`config.mk`:
```
export PLATFORM = sky130hd
export DESIGN_NAME = paddle_input_conditioner
export DESIGN_NICKNAME = d
export VERILOG_FILES = /design/src/rtl/pong_pkg.sv /design/src/rtl/paddle_input_conditioner_button_debouncer.sv /design/src/rtl/paddle_input_conditioner.sv
export SDC_FILE = /design/constraint.sdc
export NUM_CORES = 1
export LEC_CHECK = 0
export BUFFER_PORTS_ARGS = -buffer_cell sky130_fd_sc_hd__buf_2
export CORE_MARGIN = 8
export CORE_UTILIZATION = 60
export DETAILED_ROUTE_END_ITERATION = 10
export PLACE_DENSITY = 0.88
export SETUP_SLACK_MARGIN = 0.5
export SYNTH_ARGS = -nofsm -noshare
export SYNTH_HDL_FRONTEND = slang
export SYNTH_SLANG_ARGS = --single-unit
```
`constraint.sdc`:
```
create_clock -name clk -period 2.2 [get_ports clk]
set_clock_uncertainty 0.15 [all_clocks]
set_input_delay 0.66 -clock clk [delete_from_list [all_inputs] [get_ports clk]]
set_output_delay 0.66 -clock clk [all_outputs]
set_load 0.05 [all_outputs]
```
`src/rtl/pong_pkg.sv`:
```
// Shared types and defaults for the pong paddle input path.
package pong_pkg;

    localparam int unsigned DEFAULT_DEBOUNCE_CYCLES = 500000;
    localparam int unsigned DEFAULT_CNT_WIDTH       = 20;

    localparam logic [1:0] RELEASED     = 2'd0;
    localparam logic [1:0] PRESS_WAIT   = 2'd1;
    localparam logic [1:0] PRESSED      = 2'd2;
    localparam logic [1:0] RELEASE_WAIT = 2'd3;

    typedef enum logic [1:0] {
        DIR_NONE = 2'd0,
        DIR_UP   = 2'd1,
        DIR_DOWN = 2'd2
    } dir_e;

endpackage

```
`src/rtl/paddle_input_conditioner_button_debouncer.sv`:
```
// One button: optional inversion, 2-flop synchroniser, counter debounce FSM, rise pulse.
// Build option: PADDLE_INPUT_ACTIVE_LOW_EN inverts the raw input (pressed = 0).
module button_debouncer
    import pong_pkg::*;
#(
    parameter int unsigned DEBOUNCE_CYCLES = DEFAULT_DEBOUNCE_CYCLES,
    parameter int unsigned CNT_WIDTH       = DEFAULT_CNT_WIDTH
) (
    input  logic clk,
    input  logic rst,
    input  logic raw,
    output logic level,
    output logic level_next_c,
    output logic rise_pulse
);

    localparam logic [CNT_WIDTH-1:0] CNT_MAX = CNT_WIDTH'(DEBOUNCE_CYCLES);
    localparam logic [CNT_WIDTH-1:0] CNT_ONE = CNT_WIDTH'(1);

    logic                 btn_in;
    logic                 sync1;
    logic                 sync2;
    logic [1:0]           state;
    logic [1:0]           state_next;
    logic [CNT_WIDTH-1:0] cnt;
    logic [CNT_WIDTH-1:0] cnt_next;

`ifdef PADDLE_INPUT_ACTIVE_LOW_EN
    assign btn_in = ~raw;
`else
    assign btn_in = raw;
`endif

    // Synchroniser resets to the released value so reset never looks like a press.
    always_ff @(posedge clk) begin
        if (rst) begin
            sync1 <= 1'b0;
            sync2 <= 1'b0;
        end else begin
            sync1 <= btn_in;
            sync2 <= sync1;
        end
    end

    always_ff @(posedge clk) begin
        if (rst) begin
            state      <= RELEASED;
            cnt        <= '0;
            level      <= 1'b0;
            rise_pulse <= 1'b0;
        end else begin
            state      <= state_next;
            cnt        <= cnt_next;
            level      <= level_next_c;
            rise_pulse <= level_next_c & ~level;
        end
    end

    // Counter only advances below CNT_MAX, so it saturates instead of wrapping.
    always_comb begin
        state_next = state;
        cnt_next   = cnt;
        case (state)
            RELEASED: begin
                if (sync2) begin
                    state_next = PRESS_WAIT;
                    cnt_next   = CNT_ONE;
                end
            end
            PRESS_WAIT: begin
                if (!sync2) begin
                    state_next = RELEASED;
                    cnt_next   = '0;
                end else if (cnt >= CNT_MAX) begin
                    state_next = PRESSED;
                    cnt_next   = '0;
                end else begin
                    cnt_next = cnt + CNT_ONE;
                end
            end
            PRESSED: begin
                if (!sync2) begin
                    state_next = RELEASE_WAIT;
                    cnt_next   = CNT_ONE;
                end
            end
            RELEASE_WAIT: begin
                if (sync2) begin
                    state_next = PRESSED;
                    cnt_next   = '0;
                end else if (cnt >= CNT_MAX) begin
                    state_next = RELEASED;
                    cnt_next   = '0;
                end else begin
                    cnt_next = cnt + CNT_ONE;
                end
            end
            default: begin
                state_next = RELEASED;
                cnt_next   = '0;
            end
        endcase
        level_next_c = (state_next == PRESSED) || (state_next == RELEASE_WAIT);
    end

endmodule

```
`src/rtl/paddle_input_conditioner.sv`:
```
// Debounces both paddle buttons and arbitrates them (last pressed wins) into move requests.
// Build option: PADDLE_INPUT_ACTIVE_LOW_EN selects active-low raw buttons.
module paddle_input_conditioner
    import pong_pkg::*;
#(
    parameter int unsigned DEBOUNCE_CYCLES = DEFAULT_DEBOUNCE_CYCLES,
    parameter int unsigned CNT_WIDTH       = DEFAULT_CNT_WIDTH
) (
    input  logic clk,
    input  logic rst,
    input  logic btn_up_raw,
    input  logic btn_down_raw,
    output logic move_up_control,
    output logic move_down_control,
    output logic up_press_pulse,
    output logic down_press_pulse
);

    logic up_lvl;
    logic up_next_c;
    logic down_lvl;
    logic down_next_c;
    logic up_rise_c;
    logic down_rise_c;
    dir_e last_dir;
    dir_e dir_next;

    button_debouncer #(
        .DEBOUNCE_CYCLES(DEBOUNCE_CYCLES),
        .CNT_WIDTH      (CNT_WIDTH)
    ) u_up (
        .clk         (clk),
        .rst         (rst),
        .raw         (btn_up_raw),
        .level       (up_lvl),
        .level_next_c(up_next_c),
        .rise_pulse  (up_press_pulse)
    );

    button_debouncer #(
        .DEBOUNCE_CYCLES(DEBOUNCE_CYCLES),
        .CNT_WIDTH      (CNT_WIDTH)
    ) u_down (
        .clk         (clk),
        .rst         (rst),
        .raw         (btn_down_raw),
        .level       (down_lvl),
        .level_next_c(down_next_c),
        .rise_pulse  (down_press_pulse)
    );

    // Arbitrate on next-cycle debounced levels so requests change with the debounced level.
    always_comb begin
        up_rise_c   = up_next_c & ~up_lvl;
        down_rise_c = down_next_c & ~down_lvl;
        dir_next    = last_dir;
        if (up_next_c && down_next_c) begin
            if (up_rise_c && down_rise_c) begin
                dir_next = DIR_NONE;
            end else if (up_rise_c) begin
                dir_next = DIR_UP;
            end else if (down_rise_c) begin
                dir_next = DIR_DOWN;
            end
        end else if (up_next_c) begin
            dir_next = DIR_UP;
        end else if (down_next_c) begin
            dir_next = DIR_DOWN;
        end else begin
            dir_next = DIR_NONE;
        end
    end

    always_ff @(posedge clk) begin
        if (rst) begin
            last_dir          <= DIR_NONE;
            move_up_control   <= 1'b0;
            move_down_control <= 1'b0;
        end else begin
            last_dir          <= dir_next;
            move_up_control   <= (dir_next == DIR_UP);
            move_down_control <= (dir_next == DIR_DOWN);
        end
    end

endmodule

```
== Word level (Yosys, flattened, before mapping) ==
Index checks and enable logic that the tools add are counted.
Storage, ports and cells
  bits of input ports: 4
  bits in registers: 56
  output and inout bits: 4
Operators by class
  bitwise logic cells: 4
  reduce and logical (&&, ||, !) cells: 8
  add/subtract/negate cells: 2
  muxes and demuxes: 32
  magnitude comparators: 2
  equal/unequal tests: 16
Operators by type and width (count)
  $mux W20: 10
  $pmux W20 S4: 2
  $add A20 B1 Y20 const B: 2
  $ge A20 B19 Y1 const B: 2
  $mux W2: 18
  $eq A2 B2 Y1 const B: 9
  $pmux W2 S4: 2
  $eq A2 B1 Y1 const B: 3
  $logic_not A2 Y1: 2
  $ne A2 B1 Y1 const B: 2
  $ne A2 B2 Y1 const B: 2
  $reduce_and A2 Y1: 2
  $and A1 B1 Y1: 2
  $logic_and A1 B1 Y1: 2
  $logic_or A1 B1 Y1: 2
  $not A1 Y1: 2

== Logic depth before layout (Yosys ltp) ==
Gate-level depths: netlist of the first run.
  word-level depth: 12
  depth in mapped cells: 7
  gate-level depth less buffers: 6

== Cells and area by module ==
A second synthesis of the first run with hierarchy kept.
Second synthesis, totals
  cells, all modules: 312
  area total of the unflattened synthesis: 2605.0 um2
Modules (own cells, without submodules)
  button_debouncer: instances 2, cells an instance 149, area an instance 1229.9 um2, seq. area each 520.5 um2
  paddle_input_conditioner: instances 1, cells an instance 14, area an instance 145.1 um2, seq. area each 80.1 um2

== Worst setup path after synthesis of the first run ==
Ideal clock, no wire load.
  path type: reg2reg
  start: reg u_down.cnt[13]
  end: reg u_down.rise_pulse
  path buffers: 0
  arrival time: 1.630 ns
  period minus slack after synthesis: 1.837 ns
  setup slack: 0.363 ns
  cell stages (with the launch flop): 5
  path through: dfxtp_1 > or4b_1 > or4_4 > a31oi_4 > and2b_2
Between the ends
  longest elaborated chain between the ends: 7
Ends and longest elaborated chain
  from (decl): RTL line paddle_input_conditioner_button_debouncer.sv:25  | logic [CNT_WIDTH-1:0] cnt;
  from (signal assigned): RTL line paddle_input_conditioner_button_debouncer.sv:53  | cnt <= cnt_next;
  $ge A20 B19 Y1 *: RTL line paddle_input_conditioner_button_debouncer.sv:74, paddle_input_conditioner_button_debouncer.sv:91
  $mux W2 (on tied branches): RTL line paddle_input_conditioner_button_debouncer.sv:91, paddle_input_conditioner_button_debouncer.sv:74
  $mux W2 (on tied branches): RTL line paddle_input_conditioner_button_debouncer.sv:88, paddle_input_conditioner_button_debouncer.sv:71
  $pmux W2 S4 *: RTL line paddle_input_conditioner_button_debouncer.sv:63  | case (state)
  $eq A2 B2 Y1: RTL line paddle_input_conditioner_button_debouncer.sv:103  | level_next_c = (state_next == PRESSED) || (state_next == RELEASE_WAIT);
  $logic_or A1 B1 Y1 *: RTL line paddle_input_conditioner_button_debouncer.sv:103
  $and A1 B1 Y1 *: RTL line paddle_input_conditioner_button_debouncer.sv:55  | rise_pulse <= level_next_c & ~level;
  to (signal assigned): RTL line paddle_input_conditioner_button_debouncer.sv:55
  to (decl): RTL line paddle_input_conditioner_button_debouncer.sv:14  | output logic rise_pulse
Mark *: on every way between the ends. The rest lies on a longest branch, timed or not.
A chain may end at the register's enable or synchronous reset.

== Worst setup path in the final report of the first run ==
  start: reg u_down.cnt[19]
  end: reg u_down.rise_pulse
The elaborated chain is that of the path after synthesis.

==> summary.txt, run 1 <==
Run status
  – Outcome: finished clean

Clock tree
  – Worst-Skew Late Latency: 0.32 ns
  – # hold bufs at CTS: 0
  – CTS tree: done
  – Root Driver: clkbuf_8
  – CTS Sinks: 56
  – Htree depth: 2
  – Clk pin slew, worst setup/hold paths: 0.11 ns
  – CTS Buffer Depth: 2
  – Cts bufs inserted: 5

Synth
  – Register area share after synthesis: 43.12%
  – Mean post-synth cell area: 8.581 um^2
  – Number of synthesized flops with an enable pin: 0
  – Yosys warning count: 0
  – Main synth FF type: dfxtp_1
  – FFs w/ async S/R, synth: 0%
  – Synthesized flop and latch total: 56
  – Mapped Nets: 311
  – Cells after Synth: 303
  – Post-synth cell types: 51
  – Cell Area, Synth: 2600 um^2

Timing
  – Max Transition Viols Final: 0
  – Setup tns final: 0 ns
  – Count of final hold-check violations: 0
  – RSZ-0062 raised after global routing: yes
  – Final setup violation count: 0
  – Fin crit period: 2.054 ns
  – Fmax achieved: 0.4868 GHz
  – Fin crit share: 93.38%
  – Hold slack: 0.3042 ns
  – Worst-margin pin slew: 0.4773 ns
  – Slew HR: 67.93%

Pwr
  – Power density over the cells: 550.9 nW/um^2
  – Lkg Pwr: 0.001232 uW
  – Peak supply drop: 489.0 uV

Min path
  – Hold crit path type: flop to flop

Route
  – Final WL: 7.567 mm
  – Vias: 2610
  – DRC viols: 0
  – Drt via density: 6.525
  – Drt first pass iters: 5
  – Post-route ant nets: 0
  – DR iter-0 viols: 255
  – WL per Instance: 18.92 um

Floorplanning
  – Die Y: 81.83 um
  – Core ar.: 4264 um^2
  – Die Wd: 81.83 um
  – Cell Rows: 24
  – Initial Util: 60.97%
  – Io pins: 8
  – Die area: 6695 um^2

Place
  – Input/output buffers: 7
  – Post-DP HPWL: 3.915 mm
  – GP Congestion: 0.8310
  – Inst Count DP: 364

Critical path
  – Cell family with most CP delay: compound AO/OA/AOI/OAI gates
  – Crit-path max FO: 5
  – Worst setup SP type: flop
  – CP Data Arrival Time: 2.13 ns
  – Worst EP required: 2.28 ns
  – Crit path buf inv count: 2
  – Crit. End Element: flop
  – Crit path largest cell delay: 0.48 ns
  – Slowest stage cell on the critical path: a311oi_4
  – Worst-path cell chain: buf_4, inv_1, o22ai_1, a311oi_4, a31oi_4, and2b_2
  – Setup CP Type: flop to flop

Finish
  – Most common cell after layout, fill and taps aside: buf_4
  – Share of post-route cells with drive strength above 1: 37.36%
  – Total area of sequential cells: 1186 um^2
  – Final cell count without fillers: 400
  – Commonest non-fill, non-tap cells in the layout: buf_4 (39), nor2_1 (28), nand2_1 (27)
  – Layout area overhead: 30.56%
  – Area of the multi-input gates: 1667 um^2
  – Fillers: 256
  – Layout Nets: 355
  – Util after Layout: 79.61%
  – Inserted Diodes: 0

Global routing
  – Pin count of the biggest net entering global routing: 22
  – Global-route wire length before repair: 10.71 mm
  – Met3 GRT Util: 4.158%
  – M1 GR Usage: 22.57%
  – Grt met2 use: 35.44%
  – GRT busiest layer: met2
  – Vias in the first global route: 2320
  – Initial antenna violation count: 0
  – Total Routing Usage GR: 20.10%
  – Gr ovfl total: 0

Flow run
  – Max Cap Viol: 0
==> cell usage after synthesis, types with 5 or more instances <==
cell      number  share of area (%)
dfxtp_1       56                 43
o21ai_0        7                1.3
inv_1         14                2.0
xnor2_1       11                3.7
nand3_1       11                2.1
xor2_1        11                3.7
nor2b_1        5                1.2
nand4_1       10                2.4
o21a_1         5                1.4
nor2_1        38                5.5
a21oi_1       12                2.3
and3_1         8                1.9
a211oi_1       5                1.4
a31oi_1       10                2.4
nand2_1       27                3.9
nor3_1        13                2.5
==> report_power, final <==
group | switching [uW] | internal, uW
logic | 132 | 81.7
registers | 27.6 | 1030
clock network | 370 | 233
==> final timing paths <==
path                       start                end  slack [ns]  cells after the start
hold reg to reg       u_up.sync1         u_up.sync2        0.30                      1
hold / removal        u_up.sync1         u_up.sync2        0.30                      1
setup reg to reg  u_down.cnt[19]  u_down.rise_pulse        0.15                      6
setup / recovery  u_down.cnt[19]  u_down.rise_pulse        0.15                      6
==> stage by stage <==
step / power [uW] / area (um^2) / worst slack (ns)
after global placement: 1224 / 2769 / 0.2281
after detailed placement: 1231 / 2769 / 0.1870
after CTS: 1829 / 3162 / 0.2964
after floorplan: 1186 / 2651 / 0.3858
after global routing: 1923 / 3395 / 0.1222
final: 1870 / 3395 / 0.1457
==> state kept, by name, indices dropped and copies added (netlist names) <==
signal             cells
u_down.sync2           1
u_up.state             2
u_down.rise_pulse      1
u_up.sync1             1
u_down.level           1
move_down_control      1
u_down.cnt            20
u_up.sync2             1
u_down.state           2
u_up.cnt              20
u_up.level             1
move_up_control        1
last_dir               2
u_up.rise_pulse        1
u_down.sync1           1
==> area by class of cell <==
type	count	area share, %
Clock buffer	5	2.027
Clock inverter	3	0.7372
Inverter	14	1.548
Multi-Input combinational cell	226	49.10
Sequential cell	56	34.94
Tap cell	52	1.917
Timing Repair Buffer	44	9.731
==> logic make-up after synthesis <==
| family | after synthesis | synth area share (%) |
|---|---|---|
| AOI/OAI and AO/OA | 63 | 17.04 |
| xor gates and xnor gates | 22 | 7.411 |
| adders and majority gates | 4 | 1.925 |
| buffers and inverters | 21 | 3.320 |
| DFF | 56 | 43.12 |
| muxes | 2 | 0.7700 |
| and+or+nand+nor | 135 | 26.42 |
==> metal layers <==
metal | part of all wire (%) | routed length (um)
met1 | 37 | 2802
met2 | 53 | 4004
met3 | 7.0 | 526
met4 | 3.1 | 232
met5 | 0 | 0
==> what timing repair did <==
item / CTS / global route
cloned: 1 / 0
pin swaps: 15 / 12
endpoints found under the setup margin: 48 / 45
setup buffers: 15 / 12
gates resized for setup: 56 / 42
Note: power is estimated with default switching activity, not from simulation.
==> run 2, diff against run 1 <==
- RECOVER_POWER: unset -> 100
==> summary.txt, run 2 (same netlist as run 1, synthesis figures left out) <==
Floorplanning
  – Die area: 6695 um^2
  – Cell Rows: 24
  – Die Y: 81.83 um
  – Initial Util: 60.97%
  – Die Wd: 81.83 um
  – Core ar.: 4264 um^2
  – Io pins: 8

Run status
  – Outcome: finished clean

Timing
  – Fin crit share: 93.25%
  – Worst-margin pin slew: 0.6273 ns
  – Fin crit period: 2.051 ns
  – Slew HR: 58.18%
  – Setup tns final: 0 ns
  – Fmax achieved: 0.4875 GHz
  – Count of final hold-check violations: 0
  – Max Transition Viols Final: 0
  – Final setup violation count: 0
  – RSZ-0062 raised after global routing: yes

Pwr
  – Lkg Pwr: 0.001168 uW
  – Clk network pwr share: 32.5%
  – Peak supply drop: 489.1 uV
  – Power density over the cells: 564.6 nW/um^2
  – Comb power frac: 10.7%
  – Pwr Total: 1857 uW
  – P_int: 1331 uW
  – Sw power: 526.4 uW
  – Flop pwr share: 56.8%
  – Sw Share: 28.34%

Critical path
  – Crit path largest cell delay: 0.49 ns
  – Worst EP required: 2.28 ns
  – Worst-path cell chain: buf_4, inv_1, o22ai_1, a311oi_4, a31oi_4, and2b_2
  – Crit. End Element: flop
  – Slowest stage cell on the critical path: a311oi_4
  – Cell family with most CP delay: compound AO/OA/AOI/OAI gates
  – Crit path buf inv count: 2
  – CP Data Arrival Time: 2.13 ns
  – Crit-path max FO: 5
  – Worst setup SP type: flop
  – Setup CP Type: flop to flop

Route
  – Post-route ant nets: 0
  – Final WL: 7.555 mm
  – Drt first pass iters: 5
  – Drt via density: 6.488
  – DR iter-0 viols: 247
  – DRC viols: 0
  – Vias: 2595
  – WL per Instance: 18.89 um

Flow run
  – Max Cap Viol: 0

Clock tree
  – Worst-Skew Late Latency: 0.32 ns
  – Clk pin slew, worst setup/hold paths: 0.11 ns
  – CTS Buffer Depth: 2
  – Cts bufs inserted: 5
  – Root Driver: clkbuf_8
  – CTS tree: done
  – Htree depth: 2
  – CTS Sinks: 56

Place
  – GP Congestion: 0.8310
  – Inst Count DP: 364
  – DP Area: 2769 um^2
  – Input/output buffers: 7
  – Post-DP HPWL: 3.915 mm

Finish
  – Most common cell after layout, fill and taps aside: nor2_1
  – Layout Nets: 355
  – Largest regs: u_down.cnt (20), u_up.cnt (20)
  – Layout area overhead: 26.52%
  – Share of post-route cells with drive strength above 1: 31.03%
  – Util after Layout: 77.14%
  – Final cell count without fillers: 400
  – Inserted Diodes: 0
  – Fin area: 3289 um^2
  – Commonest non-fill, non-tap cells in the layout: nor2_1 (31), buf_4 (28), nand2_1 (27)

Global routing
  – Global-route wire length before repair: 10.71 mm
  – Vias in the first global route: 2320
  – Initial antenna violation count: 0
  – Pin count of the biggest net entering global routing: 22
  – Gr ovfl total: 0
  – Total Routing Usage GR: 20.10%

Min path
  – Hold crit path type: flop to flop
-- run 2: cell type report --
cell class,instances,area (um^2)
well taps,52,65.06
repair buffers,44,292.8
inverters,14,52.55
clock inverters,3,25.02
clock buffers,5,68.82
flip-flops and latches,56,1179
fillers,291,974.7
multi-input cells,226,1607
-- run 2: power groups by stage --
stage	sequential (uW)	combinational, uW	clock [uW]
floorplan	1090	98.0	0
global placement	1080	146	0
detailed placement	1080	151	0
CTS	1050	181	595
global route	1060	211	643
finish	1060	198	604
-- run 2: path summary, 6_finish.rpt --
kind                                      from           endpoint  slack [ns]  cells past startpoint
worst max-delay path            u_down.cnt[19]  u_down.rise_pulse        0.15                      6
worst min-delay path                u_up.sync1         u_up.sync2        0.31                      1
worst max register to register  u_down.cnt[19]  u_down.rise_pulse        0.15                      6
worst min register to register      u_up.sync1         u_up.sync2        0.31                      1
-- run 2: metrics by stage --
stage               worst slack (ns)  hold WS [ns]
global placement              0.2281        0.2772
detailed placement            0.1870        0.2818
finish                        0.1485        0.3057
global route                 0.05828        0.3138
CTS                           0.2964        0.3108
floorplan                     0.3858        0.2638
-- run 2: layer usage --
| layer | global-route usage, % | vias to the layer above | part of all wire [%] |
|---|---|---|---|
| li1 | - | 1174 | - |
| met1 | 22.57 | 1259 | 38 |
| met2 | 35.44 | 127 | 53 |
| met3 | 4.158 | 35 | 6.1 |
| met4 | 9.474 | 0 | 3.4 |
| met5 | 0 | - | 0 |
-- run 2: what timing repair did --
item	CTS	global route
setup endpoints to repair	48	45
setup buffers	15	12
pin swaps	15	12
gates resized for setup	56	42
hold buffers	0	0
cloned	1	0
==> run 3, diff against run 2 <==
- CELL_PAD_IN_SITES_DETAIL_PLACEMENT: unset -> 0
- CELL_PAD_IN_SITES_GLOBAL_PLACEMENT: unset -> 1
- CORE_UTILIZATION: 60 -> 47
- CTS_CLUSTER_SIZE: unset -> 14
- PLACE_DENSITY: 0.88 -> 0.89
- SETUP_SLACK_MARGIN: 0.5 -> 0.02
==> summary.txt, run 3 (same netlist as run 1, synthesis figures left out) <==
Finish
  – Fillers: 524
  – Commonest non-fill, non-tap cells in the layout: dfxtp_1 (56), nor2_1 (38), nand2_1 (27)
  – Inserted Diodes: 0
  – Layout area overhead: 10.30%
  – Area of the multi-input gates: 1386 um^2
  – Total area of sequential cells: 1121 um^2
  – Layout Nets: 331
  – Share of post-route cells with drive strength above 1: 7.407%
  – Most common cell after layout, fill and taps aside: dfxtp_1
  – Util after Layout: 52.73%
  – Largest regs: u_down.cnt (20), u_up.cnt (20)

Timing
  – Fmax achieved: 0.4960 GHz
  – Slew HR: 59.65%
  – Fin crit period: 2.016 ns
  – RSZ-0062 raised after global routing: no
  – Max Transition Viols Final: 0
  – Worst-margin pin slew: 0.6079 ns
  – Final setup violation count: 0
  – Fin crit share: 91.65%
  – Count of final hold-check violations: 0
  – Hold slack: 0.3040 ns
  – Setup tns final: 0 ns

Pwr
  – Power density over the cells: 623.2 nW/um^2
  – Peak supply drop: 365.3 uV
  – Lkg Pwr: 0.001002 uW

Floorplanning
  – Die Wd: 90.38 um
  – Die Y: 90.38 um
  – Cell Rows: 27
  – Io pins: 8
  – Die area: 8168 um^2
  – Initial Util: 47.80%
  – Core ar.: 5439 um^2

Route
  – DRC viols: 0
  – WL per Instance: 12.79 um
  – Final WL: 5.065 mm
  – DR iter-0 viols: 81
  – Post-route ant nets: 0
  – Drt via density: 5.364
  – Drt first pass iters: 4
  – Vias: 2124

Place
  – Post-DP HPWL: 3.640 mm
  – Input/output buffers: 7
  – GP Congestion: 0.7782

Flow run
  – Max Cap Viol: 0

Clock tree
  – CTS Buffer Depth: 2
  – CTS Sinks: 56
  – Worst-Skew Late Latency: 0.31 ns
  – Post-CTS setup buffer count: 0
  – # resized after CTS: 0
  – CTS tree: done
  – # hold bufs at CTS: 0
  – Cts bufs inserted: 5
  – Clk pin slew, worst setup/hold paths: 0.10 ns
  – Htree depth: 2
  – Root Driver: clkbuf_8

Critical path
  – Worst setup startpoint: u_up.cnt[10]
  – R2r startpoint: u_up.cnt[10]
  – R2R cell count: 6
  – CP Data Arrival Time: 2.06 ns
  – Worst Setup EP: u_up.cnt[4]
  – Setup CP Type: flop to flop
  – Crit-path max FO: 8
  – Worst setup SP type: flop
  – Worst EP required: 2.24 ns
  – Crit. End Element: flop
  – Worst reg2reg setup slack: 0.18 ns
  – Worst R2R End: u_up.cnt[4]

Min path
  – Hold crit path type: flop to flop

Run status
  – Outcome: finished clean

Global routing
  – Initial antenna violation count: 0
  – Total Routing Usage GR: 13.04%
  – Gr ovfl total: 0
  – Global-route wire length before repair: 9.087 mm
  – Vias in the first global route: 2027
  – Pin count of the biggest net entering global routing: 24
## run 3: changes by cell type in the layout (fill, tap and decap cells not counted), sizes merged
cell    before  now
buf         32   11
clkbuf      17   14
## run 3: cell type report
type                    count  share of cell area, %
clock buffers               5                  2.400
clock inverters             3                 0.8726
inverters                  14                  1.832
multi-input cells         226                  48.34
flip-flops and latches     56                  39.09
well taps                  72                  3.141
repair buffers             20                  4.319
## run 3: layer usage
layer  routed length [um]  track usage [%]  part of all wire, %
met4                   47            4.993                 0.93
met5                    0                0                    0
met2                 2302            20.98                   45
met3                  121            2.826                  2.4
met1                 2594            16.58                   51
## run 3: report_power, final
part | leakage, uW | internal, uW | switching, uW
clock | 0.0000452 | 233 | 350
sequential | 0.000454 | 1030 | 20.5
combinational | 0.000503 | 51.4 | 97.9
total | 0.00100 | 1320 | 468
## run 3: how the worst min path moves through the flow
| stage | startpoint | endpoint | slack [ns] | cells after the start |
|---|---|---|---|---|
| 2_1_floorplan | u_down.sync1 | u_down.sync2 | 0.26 | 1 |
| 3_3_place_gp | u_down.sync1 | u_down.sync2 | 0.27 | 1 |
| 3_5_place_dp | u_down.sync1 | u_down.sync2 | 0.28 | 1 |
| 4_1_cts | u_up.sync1 | u_up.sync2 | 0.31 | 1 |
| 5_1_grt | u_up.sync1 | u_up.sync2 | 0.32 | 1 |
| 6_report | u_down.sync1 | u_down.sync2 | 0.30 | 1 |
## run 3: per-stage QoR
| step | power [uW] | instances | area [um^2] | setup slack [ns] |
|---|---|---|---|---|
| floorplan | 1182 | 303 | 2600 | 0.3633 |
| global placement | 1231 | 388 | 2801 | 0.2407 |
| detailed placement | 1233 | 388 | 2801 | 0.1883 |
| CTS | 1824 | 396 | 2895 | 0.1631 |
| global route | 1871 | 396 | 2868 | 0.03636 |
| finish | 1787 | 396 | 2868 | 0.1837 |
## run 3: critical path, cell delays in order (launching register included)
cell	delay, ns
dfxtp_1	0.47
nor3_1	0.07
and3_1	0.22
o211ai_1	0.39
a21o_1	0.19
clkbuf_1	0.32
nor2_1	0.09
